$ cat config.mk
export PLATFORM = sky130hd
export DESIGN_NAME = mem_wb_stage
export DESIGN_NICKNAME = d
export VERILOG_FILES = /design/src/rtl/mem_wb_stage.sv
export SDC_FILE = /design/constraint.sdc
export NUM_CORES = 1
export LEC_CHECK = 0
export CAP_MARGIN = 20
export CORE_MARGIN = 2
export CORE_UTILIZATION = 55
export CTS_BUF_LIST = sky130_fd_sc_hd__clkbuf_4
export DETAILED_ROUTE_END_ITERATION = 8
export PLACE_DENSITY_LB_ADDON = 0.3
export SYNTH_ARGS = -nofsm -noshare
export SYNTH_HDL_FRONTEND = slang
export SYNTH_SLANG_ARGS = --single-unit
export TNS_END_PERCENT = 100
$ cat constraint.sdc
create_clock -name clk -period 13.09 [get_ports clk]
set_clock_uncertainty 0.05 [all_clocks]
set_input_delay 2.618 -clock clk [delete_from_list [all_inputs] [get_ports clk]]
set_output_delay 2.618 -clock clk [all_outputs]
set_load 0.1 [all_outputs]
$ cat src/rtl/mem_wb_stage.sv
// rtl/mem_wb_stage.sv - MEM->WB stage: load wait, align/extend, registered write-back candidates
module mem_wb_stage #(
  parameter int XLEN    = 32,
  parameter int REGW    = 5,
  parameter int TIMEOUT = 15
) (
  input  logic            clk,
  input  logic            rst,
  input  logic            in_valid,
  output logic            in_ready,
  input  logic [XLEN-1:0] in_alu_result,
  input  logic [XLEN-1:0] in_pc_plus4,
  input  logic [REGW-1:0] in_rd,
  input  logic            in_regwrite,
  input  logic [1:0]      in_wb_sel,
  input  logic            in_is_load,
  input  logic [2:0]      in_funct3,
  input  logic            flush,
  input  logic            dmem_rvalid,
  input  logic [XLEN-1:0] dmem_rdata,
  output logic            wb_valid,
  output logic            wb_regwrite,
  output logic [REGW-1:0] wb_rd,
  output logic [1:0]      wb_sel,
  output logic [XLEN-1:0] wb_alu_result,
  output logic [XLEN-1:0] wb_load_data,
  output logic [XLEN-1:0] wb_pc_plus4,
  output logic            wb_exc,
  output logic [1:0]      wb_exc_code
);
  localparam int CW = $clog2(TIMEOUT + 1);

  typedef enum logic {IDLE, WAIT_LOAD} state_t;
  state_t state, state_nxt;

  logic [XLEN-1:0] cap_alu, cap_pc;
  logic [REGW-1:0] cap_rd;
  logic            cap_rw, cap_dead;
  logic [1:0]      cap_sel;
  logic [2:0]      cap_f3;
  logic [CW-1:0]   cnt;

  logic            accept, illegal, misaligned, capture, fire, fire_exc;
  logic [1:0]      fire_code;
  logic [XLEN-1:0] fire_ldata, load_ext, byte_lane, half_lane;
  logic            src_wait;

  assign accept   = in_valid & in_ready;
  assign src_wait = (state == WAIT_LOAD);

  always_comb begin
    illegal = 1'b1;
    case (in_funct3)
      3'b000, 3'b001, 3'b010, 3'b100, 3'b101: illegal = 1'b0;
      default:                                illegal = 1'b1;
    endcase
    misaligned = ((in_funct3[1:0] == 2'b01) & in_alu_result[0]) |
                 ((in_funct3 == 3'b010) & (in_alu_result[1:0] != 2'b00));
  end

  // Response is a full aligned word; pick the addressed lane before extending.
  always_comb begin
    byte_lane = dmem_rdata >> {cap_alu[1:0], 3'b000};
    half_lane = dmem_rdata >> {cap_alu[1], 4'b0000};
    case (cap_f3)
      3'b000:  load_ext = {{(XLEN-8){byte_lane[7]}}, byte_lane[7:0]};
      3'b001:  load_ext = {{(XLEN-16){half_lane[15]}}, half_lane[15:0]};
      3'b100:  load_ext = {{(XLEN-8){1'b0}}, byte_lane[7:0]};
      3'b101:  load_ext = {{(XLEN-16){1'b0}}, half_lane[15:0]};
      default: load_ext = dmem_rdata;
    endcase
  end

  always_ff @(posedge clk or posedge rst) begin
    if (rst) state <= IDLE;
    else     state <= state_nxt;
  end

  always_comb begin
    state_nxt  = state;
    in_ready   = 1'b0;
    capture    = 1'b0;
    fire       = 1'b0;
    fire_exc   = 1'b0;
    fire_code  = 2'b00;
    fire_ldata = '0;
    case (state)
      IDLE: begin
        in_ready = 1'b1;
        if (accept) begin
          if (in_is_load && !illegal && !misaligned) begin
            capture   = 1'b1;
            state_nxt = WAIT_LOAD;
          end else begin
            fire      = ~flush;
            fire_exc  = in_is_load;
            if (in_is_load) fire_code = illegal ? 2'b10 : 2'b01;
          end
        end
      end
      WAIT_LOAD: begin
        if (dmem_rvalid) begin
          fire       = ~cap_dead & ~flush;
          fire_ldata = load_ext;
          state_nxt  = IDLE;
        end else if (cnt == CW'(TIMEOUT - 1)) begin
          fire      = ~cap_dead & ~flush;
          fire_exc  = 1'b1;
          fire_code = 2'b11;
          state_nxt = IDLE;
        end
      end
      default: state_nxt = IDLE;
    endcase
  end

  always_ff @(posedge clk or posedge rst) begin
    if (rst) begin
      cap_alu       <= '0;
      cap_pc        <= '0;
      cap_rd        <= '0;
      cap_rw        <= 1'b0;
      cap_sel       <= 2'b00;
      cap_f3        <= 3'b000;
      cap_dead      <= 1'b0;
      cnt           <= '0;
      wb_valid      <= 1'b0;
      wb_regwrite   <= 1'b0;
      wb_rd         <= '0;
      wb_sel        <= 2'b00;
      wb_alu_result <= '0;
      wb_load_data  <= '0;
      wb_pc_plus4   <= '0;
      wb_exc        <= 1'b0;
      wb_exc_code   <= 2'b00;
    end else begin
      cnt <= (src_wait && !dmem_rvalid) ? cnt + CW'(1) : '0;
      if (capture) begin
        cap_alu  <= in_alu_result;
        cap_pc   <= in_pc_plus4;
        cap_rd   <= in_rd;
        cap_rw   <= in_regwrite;
        cap_sel  <= in_wb_sel;
        cap_f3   <= in_funct3;
        cap_dead <= flush;
      end else if (src_wait && flush) begin
        cap_dead <= 1'b1;
      end
      wb_valid    <= fire;
      wb_regwrite <= fire & ~fire_exc & (src_wait ? cap_rw : in_regwrite);
      wb_exc      <= fire & fire_exc;
      // Candidates hold their last values across idle cycles and squashed ops.
      if (fire) begin
        wb_rd         <= src_wait ? cap_rd  : in_rd;
        wb_sel        <= src_wait ? cap_sel : in_wb_sel;
        wb_alu_result <= src_wait ? cap_alu : in_alu_result;
        wb_pc_plus4   <= src_wait ? cap_pc  : in_pc_plus4;
        wb_load_data  <= fire_ldata;
        wb_exc_code   <= fire_code;
      end
    end
  end
endmodule
======== Yosys cells after proc, flatten, opt, wreduce, memory -nomap -nowiden ========
Cells that the tools add are included.
storage, ports and cells
  register bits after elaboration ......... 189
  bits in latches ......................... 0
  bits in writable memories ............... 0
  memory bits (read-only) ................. 0
  input bits .............................. 113
  word-level logic and storage cells ...... 88
  memories kept ........................... 0
cells by class
  add/sub/neg operators ................... 1
  $mul .................................... 0
  div/mod/pow operators ................... 0
  order comparisons ....................... 0
  equal/unequal tests ..................... 9
  shifts and indexed selects .............. 2
  muxes and demuxes ....................... 35
  bitwise logic cells ..................... 12
  reduce and logical (&&, ||, !) cells .... 11
operator list
  cell                 number
  $mux 32              4
  $pmux 32 s4          1
  $shr 32x5->16        1
  $shr 32x5->8         1
  $mux 1               17
  $mux 2               7
  $eq 3x3->1 const B   4
  $and 1x1->1          7
  $eq 3x1->1 const B   2
  $logic_not 3->1      2
  $pmux 1 s2           3
  $mux 5               1
  $reduce_or 5->1      1
  $add 4x1->4 const B  1
  $eq 4x4->1 const B   1
  $logic_and 1x1->1    4
  $mux 4               1
  $not 1->1            4
  $pmux 2 s2           1
  $reduce_bool 2->1    2
  $eq 3x2->1 const B   1
  $eq 2x1->1 const B   1
  $logic_not 1->1      2
  $or 1x1->1           1

======== Longest topological paths before layout ========
Gate-level depths: netlist of the first run.
  depth after elaboration ................. 11
  depth in mapped cells ................... 9

======== Worst setup path after synthesis of the first run ========
No wires, ideal clock.
  path type ............................... in2reg
  start point ............................. input in_alu_result[0]
  end point ............................... register wb_exc_code[0]
  arrival ................................. 3,910 ps
  data required time ...................... 12,914 ps
  setup slack ............................. 9,004 ps
  stages on the path ...................... 7
  path through ............................ nor4_4 o21ai_1 a41o_1 buf_6 buf_6 buf_8 mux2_4
between the ends
  longest elaborated chain between the ends .. 8
  elaborated cells on any way between the ends .. 12
  those cells by class .................... mux: 6; bitwise: 3; reduce/logical: 3
ends and longest elaborated chain
  element                                   RTL line  text
  start, declared                           11        input logic [XLEN-1:0] in_alu_result,
  $reduce_bool 2->1                         58        ((in_funct3 == 3'b010) & (in_alu_result[1:0] != 2'b00));
  $and 1x1->1                               58
  $or 1x1->1 (*)                            57        misaligned = ((in_funct3[1:0] == 2'b01) & in_alu_result[0]) |
  $logic_not 1->1 (*)                       91        if (in_is_load && !illegal && !misaligned) begin
  $logic_and 1x1->1 (*)                     91
  $mux 2 or $mux 1 (tied branches)          91
  $mux 2 or $mux 1 (tied branches)          90        if (accept) begin
  $pmux 2 s2 or $pmux 1 s2 (tied branches)  87        case (state)
  end signal, assigned                      159       wb_exc_code <= fire_code;
  end, declared                             29        output logic [1:0] wb_exc_code
Mark *: on every way between the ends. The rest lies on a longest branch, timed or not.
A chain may end at the register's enable or synchronous reset.

======== Final worst setup path of the first run ========
  start point ............................. register state (netlist: src_wait)
  end point ............................... output in_ready
between the ends
  longest elaborated chain between the ends .. 1
ends and longest elaborated chain
  element                 RTL line  text
  start, declared         34        state_t state, state_nxt;
  start signal, assigned  76        else state <= state_nxt;
  $mux 1                  87
  end, declared           10        output logic in_ready,
No other way between the ends.

==> results.txt, run 1 <==
The run finished with clean final reports. The tools report the HPWL reported at the end of detailed placement as 13970 µm. Among all stages on the critical path, the largest delay is contributed by sky130_fd_sc_hd__dfrtp_4.

The share of layout cells above drive strength 1 was 32.83%. Summed over its instances, the top area cell type makes up 53.07% of the synthesized netlist area. TritonCTS created 17 clock buffers. The cell sitting at the root of the clock tree is a sky130_fd_sc_hd__clkbuf_4. The synthesized netlist contains 48 unique library cells.

The post-synthesis sequential area ratio was 53.07%; the post-CTS resize count was 0. The final weighted congestion in routability-driven placement was 0.8553. Ranked by total cell area, the synthesized netlist is headed by sky130_fd_sc_hd__dfrtp_1 (53%), sky130_fd_sc_hd__mux2_2 (30%), sky130_fd_sc_hd__mux2i_1 (2.4%).

In this run the mean area of a mapped cell was 13.69 µm². Area growth from synthesis to layout: 30.09%. At the worst endpoint, the required time is 10.42 ns. The logic depth of the worst path, buffers included is 2, and the maximum vdd ir drop is 0.0001711 V. The multi-input gate area in the final layout is 3824 µm². Dividing the detail-routed wire length by the instance count gives 18.70 µm.

The cell count of the worst reg-to-reg path works out to 5. Static timing analysis puts the maximum clock frequency at 175.1 MHz. The area fraction in and, or, nand and nor cells after synthesis was 3.777%; the met2 layer usage reported by global route was 40.47%. The max-slew violation total from the final report came out at 0.

The boundary pin count is 222, and the worst-path maximum fanout is 77. The maximum number of pins on one net before global-route repair was 106; the post-synthesis sequential element count was 189. The number of vias per cell after detailed routing works out to 5.595.

STA classifies the critical path endpoint as an output pin. The area share of fa/ha/maj cells after synthesis is 0.2808%. The setup path with the least slack is of type reg -> out. The total core area is 15890 µm². When the netlist entered floorplanning its net count stood at 766. TritonCTS built the clock tree. In this design, the largest share of critical-path delay is due to buffers and inverters. The worst hold path begins at cnt[0]. The synthesis warning total is 0.

After clock tree synthesis, the setup repair step added 0 buffers. The tightest min-delay check is of the reg -> reg type. The cell count of the worst hold path is 1, and the die boundary height is 131.3 µm. After detailed routing, the number of remaining DRC violations is 0. The layout has 1090 filler cells. The synthesized netlist occupies a cell area of 8911 µm². Across every metal layer, demand over resource in global routing totals 24.15%. After floorplanning, the core was divided into 46 placement rows. For hold timing, the worst endpoint is cnt[0].

The worst register-to-register path ends at wb_load_data[7]. Across all layers, the routed design uses 6054 vias. The smallest clock period supported by the final layout is computed as 5.711 ns. For met1 alone, demand over resource in global routing was 30.37%. The power per standard cell area is 195.4 nW/µm². The critical path goes through inv_1 > clkdlybuf4s50_1. Adding up every negative setup slack in the final design gives 0 ns. The initial utilization of the core area, before any placement, comes to 56.10%. The total overflow left after global routing is 0.

In the synthesized netlist the dominant register cell turns out to be sky130_fd_sc_hd__dfrtp_1. Clock-pin slew was measured on the worst setup and hold paths at 0.13 ns. Setup slack closes at 7.379 ns. For this design, the sink count on the clock tree is 189. Setup violations remaining at the end of the flow were counted as 0.

For the setup slack on the worst flop-to-flop path, the log shows 9.20 ns. Setup repair after global routing left no endpoint under its margin. Synthesis produced a netlist whose cell count is 651.

Prior to clock tree synthesis, the placed netlist has a worst setup slack of 7.325 ns. The floorplan step set the die width to 131.3 µm. Cell taking the most area after synthesis: sky130_fd_sc_hd__dfrtp_1. The run gives 3.04 ns as the endpoint arrival time on the critical path. The number of hold violations in the final report was 0; the biggest cell delay along the critical path was 1.16 ns. The via count of the first global-routing pass is 6412. Global routing's busiest layer: met2.

The floorplan step defined a die boundary enclosing 17240 µm². The first global-routing pass estimated 33290 µm of wire. The number of buffers added on ports was 221; the count of TritonRoute iterations in the first routing pass was 5. Post-synthesis share of cell area spent on xor and xnor gates: 0.1966%. The tools report the type of element launching the critical path as a flop. After layout, the worst path uses 43.63% of the clock period. In the final layout, flip-flops and latches occupy 4733 µm². Measured against the total synthesized area, the mux share comes to 32.98%.

The worst pin sits at a relative slew slack of 27.50%. The run gives 11200 µm² as the area of placed instances. For this run, asynchronously set or reset flops after synthesis account for 100.0%.

The tools report the H-tree depth as 4. The tools report the total of hold buffers inserted after clock tree synthesis as 0. The number of buffers between clock root and the deepest sink was 2.

Summed over all layers, the routed wires come to 20230 µm. For the net total in the final layout, the log shows 967. The max capacitance violation total is 0, and the transition at the pin with the smallest max-transition slack is 1.087 ns. The critical register-to-register path startpoint was src_wait. The number of antenna violations at the first check in global routing was 1. The detailed router finished its first iteration with 292 violations. The worst path buffer plus inverter count was 2. The run gives 11590 µm² as the post-layout instance area. The clock insertion delay at the later pin of the skew report was 0.58 ns; the number of enable-type register cells in the synthesized netlist was 0. The number of nets with antenna violations after routing came out at 0. After synthesis, the largest family of logic cells by area is multiplexers. Global routing consumed, on the met3 layer, 7.407% of the routing resources. Summing the areas of all compound-gate instances in the mapped netlist gives 5.420% of the synthesized area. The analysis attributes to cell leakage a power of 0.004811 µW.
==> logic make-up (layout without fill, tap and decap cells) <==
| kind of cell | Yosys count | after routing |
|---|---|---|
| buffers and inverters | 81 | 295 |
| other | 0 | 1 |
| AND/OR/NAND/NOR | 53 | 53 |
| multiplexers | 261 | 261 |
| adder cells (fa/ha/maj) | 2 | 2 |
| flip-flops | 189 | 189 |
| AO/OA/AOI/OAI | 63 | 63 |
| XOR/XNOR | 2 | 2 |
==> sequential cells by signal, summed over array words and instances (netlist names), 4 cells and up <==
signal,flops
cap_alu,32
cap_pc,32
cap_rd,5
cnt,4
wb_alu_result,32
wb_load_data,32
wb_pc_plus4,32
wb_rd,5
==> area by class of cell <==
class,count,area share [%]
inverter,36,1.209
sequential,189,40.83
tap,216,2.331
multi-input combinational,381,32.98
clock buffer,18,1.166
antenna,1,0.02159
clock inverter,14,1.641
timing repair buffer,227,19.82
==> stage by stage <==
step / total power [µW] / util (%) / std cells / hold WS (ns)
global placement: 1889 / 70.52 / 1046 / 0.4151
detailed placement: 1918 / 70.52 / 1046 / 0.4366
finish: 2265 / 72.98 / 1082 / 0.4530
floorplan: 1643 / - / 651 / 0.4047
CTS: 2271 / 72.57 / 1078 / 0.4551
global route: 2354 / 72.98 / 1082 / 0.4789
==> layer usage <==
layer  vias to the layer above  routed length (µm)  part of all wire (%)
met5                         -                   0                     0
met4                         0                 354                   1.7
met3                        33                1383                   6.8
met2                       206               10110                    50
met1                      3047                8389                    41
li1                       2768                   -                     -
==> worst reg2reg max path, cell delays in order, from the launching register on <==
cell and delay (ns):
sky130_fd_sc_hd__dfrtp_4 1.16, sky130_fd_sc_hd__inv_1 0.25, sky130_fd_sc_hd__a2111oi_0 0.47, sky130_fd_sc_hd__a41o_4 0.64, sky130_fd_sc_hd__buf_4 0.76, sky130_fd_sc_hd__mux2_2 0.48
==> worst max-delay path by stage <==
stage	slack [ns]	startpoint	endpoint
5_1_grt	7.20	src_wait	in_ready
2_1_floorplan	5.28	rst	cap_alu[0]
3_3_place_gp	7.39	in_funct3[0]	wb_load_data[24]
3_5_place_dp	7.32	in_funct3[0]	wb_load_data[31]
4_1_cts	7.32	src_wait	in_ready
6_report	7.38	src_wait	in_ready
==> cells in the final DEF (no fill, tap or decap), types with 4 or more instances in the layout <==
cell type,n
sky130_fd_sc_hd__mux2_2,234
sky130_fd_sc_hd__mux2_4,4
sky130_fd_sc_hd__o211ai_1,6
sky130_fd_sc_hd__clkbuf_4,18
sky130_fd_sc_hd__buf_4,4
sky130_fd_sc_hd__o21ai_0,10
sky130_fd_sc_hd__a221oi_1,16
sky130_fd_sc_hd__nand2b_1,9
sky130_fd_sc_hd__a32oi_1,6
sky130_fd_sc_hd__o2111ai_1,7
sky130_fd_sc_hd__nor3b_1,8
sky130_fd_sc_hd__inv_1,35
sky130_fd_sc_hd__clkdlybuf4s50_1,221
sky130_fd_sc_hd__bufinv_16,4
sky130_fd_sc_hd__dfrtp_1,188
sky130_fd_sc_hd__clkinv_2,5
sky130_fd_sc_hd__nor2_1,13
sky130_fd_sc_hd__mux2i_1,21
==> synth_stat cells (2+ instances only) <==
master	number
sky130_fd_sc_hd__nor3_1	3
sky130_fd_sc_hd__nand3b_1	2
sky130_fd_sc_hd__nand2b_1	9
sky130_fd_sc_hd__inv_1	36
sky130_fd_sc_hd__nor2_1	13
sky130_fd_sc_hd__a221oi_1	16
sky130_fd_sc_hd__mux2_2	234
sky130_fd_sc_hd__o21ai_0	10
sky130_fd_sc_hd__nand2_1	3
sky130_fd_sc_hd__nor4bb_1	2
sky130_fd_sc_hd__buf_4	8
sky130_fd_sc_hd__a2111oi_0	2
sky130_fd_sc_hd__o22ai_1	2
sky130_fd_sc_hd__mux2_4	4
sky130_fd_sc_hd__o211ai_1	6
sky130_fd_sc_hd__nor3b_1	8
sky130_fd_sc_hd__a21oi_1	3
sky130_fd_sc_hd__ha_1	2
sky130_fd_sc_hd__a31oi_1	2
sky130_fd_sc_hd__nand3_1	3
sky130_fd_sc_hd__buf_6	3
sky130_fd_sc_hd__o2111ai_1	7
sky130_fd_sc_hd__a32oi_1	6
sky130_fd_sc_hd__dfrtp_1	189
sky130_fd_sc_hd__mux2i_1	21
sky130_fd_sc_hd__clkbuf_1	22
sky130_fd_sc_hd__and3b_1	3
sky130_fd_sc_hd__nor2b_1	3
sky130_fd_sc_hd__buf_2	10
==> where the power goes <==
| group | total, µW | leakage, µW | switching (µW) | internal, µW |
|---|---|---|---|---|
| Sequential | 821 | 0.00232 | 98.0 | 723 |
| Clock | 352 | 0.000178 | 197 | 155 |
| Combinational | 1090 | 0.00231 | 762 | 330 |
Note: power is estimated with default switching activity, not from simulation.
==> inputs of run 2 (changes only) <==
--- a/config.mk
+++ b/config.mk
@@ -7,7 +7,7 @@
 export LEC_CHECK = 0
 export CAP_MARGIN = 20
 export CORE_MARGIN = 2
-export CORE_UTILIZATION = 55
+export CORE_UTILIZATION = 51
 export CTS_BUF_LIST = sky130_fd_sc_hd__clkbuf_4
 export DETAILED_ROUTE_END_ITERATION = 8
 export PLACE_DENSITY_LB_ADDON = 0.3
==> constraint.sdc (replaced) <==
create_clock -name clk -period 5.92 [get_ports clk]
set_clock_uncertainty 0.05 [all_clocks]
set_input_delay 1.184 -clock clk [delete_from_list [all_inputs] [get_ports clk]]
set_output_delay 1.184 -clock clk [all_outputs]
set_load 0.1 [all_outputs]
==> run 2 against run 1 <==
  * Non-clock buffer count increased by 3
  * First-iteration DRC count decreased by 7.9%
  * Sequential power increased by 120%
  * Register-to-register slack got worse by 7.0 ns
  * Count of clock-buffer cells in the layout increased by 2
  * Global-route usage decreased by 1.1 points
  * Critical endpoint unchanged
  * Total power increased by 110%
  * Worst setup slack got worse by 5.8 ns
  * Final cell count increased by 1.3%
  * Core utilization decreased by 5.7 points
  * Flip-flop and latch count unchanged
  * Worst hold slack improved by 0.0063 ns
==> results.txt, run 2 (synthesis results as in run 1) <==
The top cell types in the final layout, fill and taps aside, are sky130_fd_sc_hd__mux2_2 (234), sky130_fd_sc_hd__clkdlybuf4s50_1 (221), sky130_fd_sc_hd__dfrtp_1 (188), sky130_fd_sc_hd__inv_1 (35), sky130_fd_sc_hd__mux2i_1 (21). The global-route usage over all layers is 23.04% (-1.1 points), and the worst max-slew margin expressed relative to the limit is 25.72% (-1.8 points). Max-slew violation total from the final report: 0 (unchanged). The worst path in the final design needs a cycle of 4.379 ns, including I/O delays and setup. Static timing analysis puts the maximum clock frequency at 228.4 MHz. For the data required time of the critical path, the log shows 4.69 ns (-5.73 ns).

The path class of the tightest hold or removal check is reg -> reg. The signal on the critical path passes through inv_1 > clkdlybuf4s50_1. For the total clock buffers created by CTS, the log shows 17 (unchanged).

The run gives 14740 µm (+5.5%) as the HPWL reported at the end of detailed placement. For the max capacitance violation total, the log shows 0 (unchanged). Setup repair after global routing left no endpoint under its margin. The share of layout cells above drive strength 1 was 32.83% (about the same). The multi-input gate area in the final layout is 3824 µm² (unchanged), and the post-CTS setup buffer count is 0 (unchanged). The count of TritonRoute iterations in the first routing pass was 4 (-1).

The transition at the pin with the smallest max-transition slack is 1.114 ns (+0.02670 ns), and the area growth from synthesis to layout is 29.70%. The number of antenna violations at the first check in global routing is 4 (+3). Setup slack on the worst flop-to-flop path: 2.18 ns (-7.02 ns).

The total negative setup slack is 0 ns (unchanged), and the clock insertion delay at the later pin of the skew report is 0.56 ns (-0.02 ns). The detail-routed net length per standard cell works out to 18.94 µm (+1.3%). Type of element launching the critical path: a flop. For the overall die area, the log shows 18550 µm² (+7.6%).

For the number of nets with antenna violations after routing, the log shows 0 (unchanged). For the maximum vdd ir drop, the log shows 0.0003457 V (+100%). The tools report the final weighted congestion in routability-driven placement as 0.8938 (+4.5%).

The net total in the final layout is 970 (+0.31%). The period utilization was 73.96%. The register clock-pin slew on the reported worst setup and hold paths came out at 0.15 ns (+0.02 ns).

The worst setup path is of the reg -> out kind. The logs give 20760 µm (+2.6%) for the total wirelength of the detailed-routed design and 189 (unchanged) for the sink count of the clock tree. The cell family contributing the most delay on the critical path is buffers and inverters. The logs give 269 (-7.9%) for the DRC violation total after the first TritonRoute iteration and 17180 µm² (+8.1%) for the total core area. The endpoint arrival time on the critical path was 3.14 ns (+0.10 ns). The H-tree depth was 4 (unchanged). The via count was 6025 (-0.48%); the number of vias per cell after detailed routing was 5.497 (-1.8%). Slowest cell on the critical path: sky130_fd_sc_hd__dfrtp_4.

The most common cell after layout, fill and taps aside was sky130_fd_sc_hd__mux2_2. The logs give 222 (unchanged) for the boundary pin count and 48 (+4.3%) for the number of placement rows. The wire length of the first global-routing pass came out at 32950 µm (-0.99%).

For the number of filler cells placed in the layout, the log shows 1312 (+20%). The worst path buffer plus inverter count is 2 (unchanged), and the number of DRC violations after detailed routing is 0 (unchanged). The worst-path maximum fanout was 77 (unchanged). The number of buffers between clock root and the deepest sink was 2 (unchanged).

The sequential cell area in the final layout is 4733 µm² (unchanged), and the number of buffers added on ports is 221 (unchanged). Die boundary height: 136.2 µm (+3.7%). The cell sitting at the root of the clock tree is a sky130_fd_sc_hd__clkbuf_4. The maximum number of pins on one net before global-route repair was 127 (+20%); the leakage power summed over all cells was 0.004779 µW (-0.66%).

The via count of the first global-routing pass was 6408 (-0.062%). The tools report the total of hold buffers inserted after clock tree synthesis as 0 (unchanged). The tools report the residual overflow from global routing as 0 (unchanged).

The power per standard cell area was 421.3 nW/µm² (+120%). The biggest cell delay along the critical path is 1.12 ns (-0.04 ns). The flow ran to the end, and the final reports show no timing, DRC or antenna violations.

The die width was 136.2 µm (+3.7%); the final setup violation count was 0 (unchanged). The tools report the post-layout total power as 4869 µW (+110%). The tools report the number of hold violations in the final report as 0 (unchanged).

Type of destination of the critical path: an output pin. TritonCTS built the clock tree. The starting density of the core came out at 51.88% (-4.2 points). The run gives 0 (unchanged) as the post-CTS resize count.
-- run 2: cell type report --
cell class | count | area share, %
timing repair buffer | 230 | 20.11
clock inverter | 12 | 0.8444
sequential | 189 | 40.95
antenna | 3 | 0.06496
multi-input combinational | 381 | 33.08
inverter | 36 | 1.202
clock buffer | 20 | 1.299
tap | 225 | 2.436
-- run 2: final timing paths --
| path | from | end | depth (start not counted) |
|---|---|---|---|
| max | src_wait | in_ready | 2 |
| min | cnt[0] | cnt[0] | 1 |
| max reg2reg | src_wait | wb_alu_result[0] | 5 |
| min reg2reg | cnt[0] | cnt[0] | 1 |
| max in group asynchronous | rst | cap_pc[28] | 3 |
| min in group asynchronous | rst | wb_pc_plus4[31] | 3 |
-- run 2: worst register-to-register path, cell delays in order (launching register included) --
cell                        delay [ns]
sky130_fd_sc_hd__dfrtp_4          1.12
sky130_fd_sc_hd__inv_1            0.39
sky130_fd_sc_hd__a2111oi_0        0.48
sky130_fd_sc_hd__a41o_4           0.76
sky130_fd_sc_hd__buf_4            0.47
sky130_fd_sc_hd__mux2_2           0.38
-- run 2: per-layer routing --
layer  track usage, %  vias up  wire [µm]  share of wire [%]
li1                 -     2765          -                  -
met1            26.95     3018       8166                 39
met2            40.01      208      10590                 51
met3            7.532       32       1558                7.5
met4            7.581        2        432                2.1
met5                0        -         13              0.063
-- run 2: report_power, final --
group	switching [µW]	leakage, µW	internal, µW
logic	1690	0.00232	730
clock network	417	0.000134	218
registers	218	0.00232	1600
-- run 2: stage by stage --
step | hold slack, ns | util (%) | cells | area [µm²] | setup WS, ns
floorplan | 0.4047 | - | 651 | 8915 | 2.252
global placement | 0.4146 | 65.48 | 1058 | 11250 | 1.841
detailed placement | 0.4330 | 65.48 | 1058 | 11250 | 1.826
CTS | 0.4525 | 66.92 | 1090 | 11490 | 1.542
global route | 0.4838 | 67.26 | 1094 | 11550 | 1.387
finish | 0.4593 | 67.29 | 1096 | 11560 | 1.541
